===== src/rtl/dmem_lsu.sv =====
// Load/store unit driving four byte-lane dmem instances; merges and extends lane read data.
// Optional MISALIGN_SPLIT_EN: word-crossing accesses become two back-to-back word accesses.
//
// state   | meaning
// S_IDLE  | ready for a request; single accesses and the low part of a split issue here
// S_SPLIT | issuing the high part of a word-crossing access at the next word address
module dmem_lsu (
    input  logic        clk,
    input  logic        rst_n,
    input  logic        req_valid,
    output logic        req_ready,
    input  logic        req_we,
    input  logic [2:0]  req_funct3,
    input  logic [31:0] req_addr,
    input  logic [31:0] req_wdata,
    output logic        rsp_valid,
    output logic [31:0] rsp_rdata,
    output logic        rsp_err,
    output logic [31:0] mem_addr,
    output logic [3:0]  mem_we,
    output logic [31:0] mem_wdata,
    input  logic [31:0] mem_rdata
);

    typedef enum logic {S_IDLE = 1'b0, S_SPLIT = 1'b1} state_t;

    state_t      state_q, state_d;
    logic [1:0]  off;
    logic [31:0] word_addr;
    logic [3:0]  size_mask;
    logic [7:0]  be_wide;
    logic [63:0] wdata_wide;
    logic        illegal;
    logic        reject;
    logic        split;
    logic        accept;

    logic        rsp_pend_q;
    logic        rsp_err_q;
    logic        rsp_load_q;
    logic        rsp_merged_q;
    logic [2:0]  rsp_funct3_q;
    logic [1:0]  rsp_off_q;
    logic [31:0] lo_q;
    logic [31:0] hi_addr_q;
    logic [3:0]  hi_we_q;
    logic [31:0] hi_wdata_q;

    logic [63:0] rd_wide;
    logic [31:0] rd_aligned;
    logic [31:0] rd_ext;

    assign off       = req_addr[1:0];
    assign word_addr = {req_addr[31:2], 2'b00};

    always_comb begin
        size_mask = 4'b1111;
        case (req_funct3[1:0])
            2'b00:   size_mask = 4'b0001;
            2'b01:   size_mask = 4'b0011;
            default: size_mask = 4'b1111;
        endcase
    end

    // Byte enables and store data laid out over two consecutive words.
    assign be_wide    = {4'b0000, size_mask} << off;
    assign wdata_wide = {32'h0, req_wdata} << {off, 3'b000};

    assign illegal = (req_funct3 == 3'b011) || (req_funct3[2:1] == 2'b11) ||
                     (req_funct3[2] && req_we);

`ifdef MISALIGN_SPLIT_EN
    logic crossing;
    assign crossing = |be_wide[7:4];
    assign reject   = illegal;
    assign split    = !illegal && crossing;
`else
    logic misaligned;
    assign misaligned = ((req_funct3[1:0] == 2'b01) && off[0]) ||
                        ((req_funct3[1:0] == 2'b10) && (off != 2'b00));
    assign reject     = illegal || misaligned;
    assign split      = 1'b0;
`endif

    assign accept = req_valid && req_ready;

    always_comb begin
        state_d   = state_q;
        req_ready = rst_n && (state_q == S_IDLE);
        mem_addr  = word_addr;
        mem_we    = 4'b0000;
        mem_wdata = wdata_wide[31:0];
        case (state_q)
            S_IDLE: begin
                if (accept && !reject) begin
                    mem_we = req_we ? be_wide[3:0] : 4'b0000;
                    if (split)
                        state_d = S_SPLIT;
                end
            end
            S_SPLIT: begin
                mem_addr  = hi_addr_q;
                mem_we    = hi_we_q;
                mem_wdata = hi_wdata_q;
                state_d   = S_IDLE;
            end
            default: state_d = S_IDLE;
        endcase
        if (!rst_n)
            mem_we = 4'b0000;
    end

    always_ff @(posedge clk) begin
        if (!rst_n) begin
            state_q      <= S_IDLE;
            rsp_pend_q   <= 1'b0;
            rsp_err_q    <= 1'b0;
            rsp_load_q   <= 1'b0;
            rsp_merged_q <= 1'b0;
            rsp_funct3_q <= 3'b000;
            rsp_off_q    <= 2'b00;
            lo_q         <= 32'h0;
            hi_addr_q    <= 32'h0;
            hi_we_q      <= 4'b0000;
            hi_wdata_q   <= 32'h0;
        end else begin
            state_q    <= state_d;
            rsp_pend_q <= 1'b0;
            if (state_q == S_IDLE && accept) begin
                rsp_pend_q   <= !split;
                rsp_err_q    <= reject;
                rsp_load_q   <= !req_we;
                rsp_merged_q <= split;
                rsp_funct3_q <= req_funct3;
                rsp_off_q    <= off;
                hi_addr_q    <= word_addr + 32'd4;
                hi_we_q      <= req_we ? be_wide[7:4] : 4'b0000;
                hi_wdata_q   <= wdata_wide[63:32];
            end
            if (state_q == S_SPLIT) begin
                lo_q       <= mem_rdata;
                rsp_pend_q <= 1'b1;
            end
        end
    end

    // Low word was captured in the split cycle; the high word is on mem_rdata now.
    assign rd_wide    = rsp_merged_q ? {mem_rdata, lo_q} : {32'h0, mem_rdata};
    assign rd_aligned = 32'(rd_wide >> {rsp_off_q, 3'b000});

    always_comb begin
        rd_ext = 32'h0;
        case (rsp_funct3_q)
            3'b000:  rd_ext = {{24{rd_aligned[7]}}, rd_aligned[7:0]};
            3'b001:  rd_ext = {{16{rd_aligned[15]}}, rd_aligned[15:0]};
            3'b010:  rd_ext = rd_aligned;
            3'b100:  rd_ext = {24'h0, rd_aligned[7:0]};
            3'b101:  rd_ext = {16'h0, rd_aligned[15:0]};
            default: rd_ext = 32'h0;
        endcase
    end

    assign rsp_valid = rst_n && rsp_pend_q;
    assign rsp_err   = rsp_valid && rsp_err_q;
    assign rsp_rdata = (rsp_valid && rsp_load_q && !rsp_err_q) ? rd_ext : 32'h0;

endmodule

===== config.mk =====
export PLATFORM = sky130hd
export DESIGN_NAME = dmem_lsu
export DESIGN_NICKNAME = d
export VERILOG_FILES = /design/src/rtl/dmem_lsu.sv
export SDC_FILE = /design/constraint.sdc
export NUM_CORES = 1
export LEC_CHECK = 0
export BUFFER_PORTS_ARGS = -buffer_cell sky130_fd_sc_hd__buf_4
export CAP_MARGIN = 25
export CORE_ASPECT_RATIO = 1.2
export CORE_MARGIN = 10
export CORE_UTILIZATION = 39
export CTS_CLUSTER_DIAMETER = 60
export DETAILED_ROUTE_END_ITERATION = 7
export GPL_ROUTABILITY_DRIVEN = 0
export GPL_TIMING_DRIVEN = 0
export PLACE_DENSITY = 0.91
export SETUP_SLACK_MARGIN = 0.15
export SYNTH_ARGS = -nofsm -noshare
export SYNTH_HDL_FRONTEND = slang
export SYNTH_SLANG_ARGS = --single-unit

===== constraint.sdc =====
create_clock -name clk -period 3.18 [get_ports clk]
set_clock_uncertainty 0.15 [all_clocks]
set_input_delay 0.636 -clock clk [delete_from_list [all_inputs] [get_ports clk]]
set_output_delay 0.636 -clock clk [all_outputs]
set_load 0.01 [all_outputs]

==> results of run 1 <==
[layout by cell type, fill, tap and decap left out]
master	n
a211oi_1	22
a21oi_1	25
a21oi_2	9
a21oi_4	1
a221oi_1	1
a311o_1	1
and2_1	17
and3_1	1
buf_1	6
buf_12	1
buf_2	3
buf_4	205
buf_6	2
clkbuf_1	10
clkbuf_2	2
clkbuf_8	3
conb_1	2
dfxtp_1	8
inv_1	3
mux2_2	10
mux2i_1	31
nand2_1	26
nand2b_1	3
nand2b_4	1
nand4b_1	1
nor2_1	19
nor2b_1	23
nor3_1	5
nor4_1	1
nor4b_4	1
o211a_1	1
o211ai_1	2
o21ai_0	17
or3_1	1
or4_1	1
[worst max-delay path by stage]
stage,cells past startpoint,start,slack (ps),end
global route,6,rsp_off_q[0],160,rsp_rdata[15]
detailed placement,6,req_addr[0],250,mem_wdata[10]
finish,6,req_addr[1],260,mem_wdata[25]
CTS,6,rsp_off_q[0],200,rsp_rdata[15]
floorplan,6,mem_rdata[23],580,rsp_rdata[21]
global placement,6,req_addr[0],270,mem_wdata[9]
[flip-flops by register name (all words and copies together), names as in the netlist]
signal / flops
rsp_funct3_q: 3
rsp_off_q: 2
rsp_pend_q: 1
rsp_err_q: 1
rsp_load_q: 1
[cell families after synthesis]
family / Yosys count / synth area share
AOI/OAI and AO/OA: 79 / 0.256
buffers and inverters: 60 / 0.191
DFF: 8 / 0.0796
muxes: 41 / 0.210
other: 1 / 0.00186
and+or+nand+nor: 100 / 0.262
[layout make-up]
class                           instances  area (um^2)
Tap cell                               60         75.1
Multi-Input combinational cell        222         1480
Sequential cell                         8          160
Clock buffer                            3         41.3
Buffer                                 57          375
Inverter                                3         11.3
Fill cell                             424         1540
Timing Repair Buffer                  172         1290
[power by group through the flow]
stage / clock network, mW / registers, mW / logic (mW)
finish: 0.123 / 0.112 / 0.449
global route: 0.129 / 0.113 / 0.484
CTS: 0.125 / 0.112 / 0.447
detailed placement: 0 / 0.113 / 0.446
global placement: 0 / 0.113 / 0.436
floorplan: 0 / 0.112 / 0.233
[through the flow]
stage	util	setup slack (ps)
2_1_floorplan	-	581
3_3_place_gp	0.680	268
3_5_place_dp	0.680	253
4_1_cts	0.688	202
5_1_grt	0.690	160
6_report	0.690	264
[routing by layer]
| metal | global-route usage | part of all wire | vias to the layer above |
|---|---|---|---|
| met5 | 0 | 0 | - |
| met4 | 0.0571 | 0.023 | 0 |
| met3 | 0.114 | 0.15 | 17 |
| met2 | 0.405 | 0.49 | 182 |
| met1 | 0.210 | 0.33 | 1283 |
| li1 | - | - | 1329 |
==> impl_results.md, run 1 <==
* Post-Layout Cell Count at 525
* R2r setup slk at 1720 ps
* Vias in the first global route at 3,051
* RSZ-0062 raised after global routing: false
* Largest net degree at the start of global routing at 12
* Post-Place Cells at 522
* Final Cycle Share at 0.917
* Layout cells sized above 1 at 0.512
* Core box area at 4970 um^2
* Die Area at 8440 um^2
* Hold Slack at 355 ps
* Power consumption at 683 uW
* Clock Tree Root: clkbuf_8
* Post-Syn Area at 2010 um^2
* Clock latency on the worst-skew pair at 230 ps
* R2r endpoint: rsp_off_q[0]
* P_leak at 1.69 nW
* Comb pwr share at 0.657
* Max cap viols at 0
* CP Buf/Inv Count at 4
* CP dominant cell by count: buf_4
* Mean number of vias per cell at 5.35
* FF+latch count, synth at 8
* Sw Ratio at 0.379
* CTS Hold Bufs at 0
* Slowest CP cell: clkbuf_1
* Final ANT Viol Nets at 0
* Port Buf Inserts at 172
* Crit path max fanout at 10
* Worst endpoint required time at 2390 ps
* Final instance area at 3430 um^2
* Final Hold Vio Count at 0
* TritonCTS clock tree: yes
* Top-count cell post-synth: buf_4
* H-Tree Depth at 1
* Primary FF master, synth: dfxtp_1
* Hold Crit Depth at 1
* Antenna violations before repair at 0
* Rel. slew slack at 0.534
* Number of pins with negative max-slew slack in the final report at 0
* CP delay by family, top: buffers and inverters
* PD cells at 199 nW/um^2
* Reg2reg start: rsp_off_q[0]
* Routed WL at 10,300 um
* Synthesis-to-layout area growth at 70.7%
* HP Class: reg2reg
* Cell taking the most area after synthesis: mux2i_1
* Crit end category: output port
* Synth cell count leaders: buf_4, mux2i_1, nand2_1
* Reg power frac at 0.164
* Count of different cell masters after synthesis at 33
* Net Switching at 259 uW
* Ys Warns at 0
* Fmax at 343 MHz
* Internal power at 424 uW
* Yosys top cell area share at 0.154
* Fin crit period at 2920 ps
* First-pass DRT Iterations at 4
* CP Launch Type: primary input
* Via Count at 2,811
* EDFF count, synth at 0
* Routed WL per cell at 19.6 um
* Async S/R FF share, synth at 0
* Postcts setup bufs at 0
* Peak supply drop at 0.000137 V
* Reg clk slew, reported paths at 40 ps
* Floorplan row count at 28
* Congestion Overflow GR at 0
* Clock power frac at 0.179
* Slowest cell delay on critical path at 480 ps
* Worst hold endpoint: rsp_load_q
* Ports at 206
* First-pass GRT wire length at 15,500 um
* CTS Sinks at 8
* Clock Tree Buf Depth at 2
* WP data arrival at 2130 ps
* Setup Crit Path Kind: in2out
* Top post-synthesis cells by area: mux2i_1, buf_4, a211oi_1
* Starting Density at 0.404
* Ant diodes at 0
* Outcome: finished, final reports clean
* Seq/Total Area, Yosys at 0.0796
* Placement Cell Area at 3380 um^2
* CTS Buf Count at 3
* Initial DRC Count at 125
* Post-CTS resize count at 0
* Final setup vio count at 0
* TNS Setup at 0 ps
* R2R cell count at 4
* Syn avg cell area at 6.96 um^2
* Die H at 98.7 um
* Post-synthesis cell count at 289
* Chip width at 85.6 um
* Dpl hpwl at 8900 um
* Hold path start: rsp_load_q
* Slew of the pin with the lowest slew margin at 700 ps
* Overall Global Routing Usage at 0.221
* Critical-path cell list: buf_4 -> buf_1 -> clkbuf_1 -> a211oi_1 -> a21oi_1 -> buf_4
* Nets at 570
* DRC viols at 0
(Power assumes the default switching activity.)
==> run 2, diff against run 1 <==
--- a/config.mk
+++ b/config.mk
@@ -7,9 +7,10 @@
 export LEC_CHECK = 0
 export BUFFER_PORTS_ARGS = -buffer_cell sky130_fd_sc_hd__buf_4
 export CAP_MARGIN = 25
-export CORE_ASPECT_RATIO = 1.2
+export CELL_PAD_IN_SITES_DETAIL_PLACEMENT = 0
+export CELL_PAD_IN_SITES_GLOBAL_PLACEMENT = 1
 export CORE_MARGIN = 10
-export CORE_UTILIZATION = 39
+export CORE_UTILIZATION = 24
 export CTS_CLUSTER_DIAMETER = 60
 export DETAILED_ROUTE_END_ITERATION = 7
 export GPL_ROUTABILITY_DRIVEN = 0
==> impl_results.md, run 2 (synthesis gave the netlist of run 1 again) <==
* Max reg flops at 3
* Slew of the pin with the lowest slew margin at 730 ps
* Fin crit period at 2930 ps
* P_leak at 1.69 nW
* Commonest non-fill, non-tap cell in the layout: buf_4
* Nets at 570
* DRC viols at 0
* TritonCTS clock tree: yes
* HP Class: reg2reg
* Clock latency on the worst-skew pair at 220 ps
* Port Buf Inserts at 172
* Die Area at 12,400 um^2
* Vias in the first global route at 2,919
* Hold Slack at 346 ps
* Mean number of vias per cell at 4.85
* Peak supply drop at 0.0000847 V
* Final instance area at 3490 um^2
* Rel. slew slack at 0.513
* R2r setup slk at 1710 ps
* H-Tree Depth at 1
* Final ANT Viol Nets at 0
* R2R cell count at 4
* Clock Tree Root: clkbuf_8
* Initial DRC Count at 120
* Regs by FF count: rsp_funct3_q (3), rsp_off_q (2)
* CTS Buf Count at 3
* Clock Tree Buf Depth at 2
* Reg2reg start: rsp_off_q[0]
* Most frequent cells in the layout: buf_4, mux2i_1, nand2_1, a21oi_1, nor2b_1
* Max cap viols at 0
* Congestion Overflow GR at 0
* Crit end category: output port
* FF/Latch Area at 160 um^2
* Final Cycle Share at 0.921
* TNS Setup at 0 ps
* First-pass DRT Iterations at 4
* Antenna violations before repair at 0
* Biggest register: rsp_funct3_q
* Final setup vio count at 0
* First-pass GRT wire length at 15,400 um
* Starting Density at 0.246
* Crit path max fanout at 10
* R2r endpoint: rsp_off_q[0]
* Synthesis-to-layout area growth at 73.6%
* CTS Sinks at 8
* Final Hold Vio Count at 0
* Postcts setup bufs at 0
* Fill cells at 850
* Routed WL at 10,300 um
* Layout cells sized above 1 at 0.514
* Chip width at 112 um
* Routed WL per cell at 18.2 um
* Crit path launch: req_addr[1]
* RSZ-0062 raised after global routing: false
* WP data arrival at 2140 ps
* Floorplan row count at 33
* Core box area at 8180 um^2
* Largest net degree at the start of global routing at 12
* CP Launch Type: primary input
* CTS Hold Bufs at 0
* Via Count at 2,765
* Multi-input gate area at 1480 um^2
* Fmax at 341 MHz
* PD cells at 194 nW/um^2
* Reg clk slew, reported paths at 40 ps
* Dpl hpwl at 8820 um
* Ant diodes at 0
* Crit path to: mem_we[3]
* Number of pins with negative max-slew slack in the final report at 0
* Die H at 112 um
* Overall Global Routing Usage at 0.148
* Ports at 206
* Setup Crit Path Kind: in2out
* Placement Cell Area at 3440 um^2
* Worst endpoint required time at 2390 ps
* Outcome: finished, final reports clean
[run 2: cell type report]
type	count	share of cell area
Buffer	57	0.108
Tap cell	105	0.0376
Sequential cell	8	0.0459
Timing Repair Buffer	172	0.370
Clock buffer	3	0.0118
Inverter	3	0.00322
Multi-Input combinational cell	222	0.424
[run 2: power breakdown]
group	internal, mW	switching, mW
sequential	0.107	0.00497
clock	0.0818	0.0382
combinational	0.235	0.211
[run 2: worst min path at each step]
stage,startpoint,to,slack (ps),cells after the start
2_1_floorplan,rsp_load_q,rsp_load_q,320,1
6_report,rsp_load_q,rsp_load_q,350,1
3_3_place_gp,rsp_load_q,rsp_load_q,330,1
5_1_grt,rsp_load_q,rsp_load_q,370,1
3_5_place_dp,rsp_load_q,rsp_load_q,340,1
4_1_cts,rsp_load_q,rsp_load_q,350,1
[run 2: worst max-delay path, stage by stage]
cell and delay, ps:
buf_4 100, buf_1 320, clkbuf_1 450, o21ai_0 170, a21oi_1 290, buf_4 180
[run 2: per-stage QoR]
stage	total power [mW]	cells	setup WS (ps)	util
detailed placement	0.559	567	246	0.421
CTS	0.684	570	176	0.426
global route	0.729	570	188	0.427
finish	0.679	570	250	0.427
global placement	0.553	567	243	0.421
floorplan	0.345	290	581	-
[run 2: routing by layer]
layer	GRT usage	vias to the layer above	share of wire
met5	0	-	0
met4	0.0591	0	0.029
met3	0.0762	21	0.13
met2	0.254	174	0.48
met1	0.149	1240	0.36
li1	-	1330	-
[run 2: what timing repair did]
| action | CTS | global route |
|---|---|---|
| hold endpoints to repair | 0 | 0 |
| endpoints found under the setup margin | 0 | 13 |
| resized for setup | 0 | 6 |
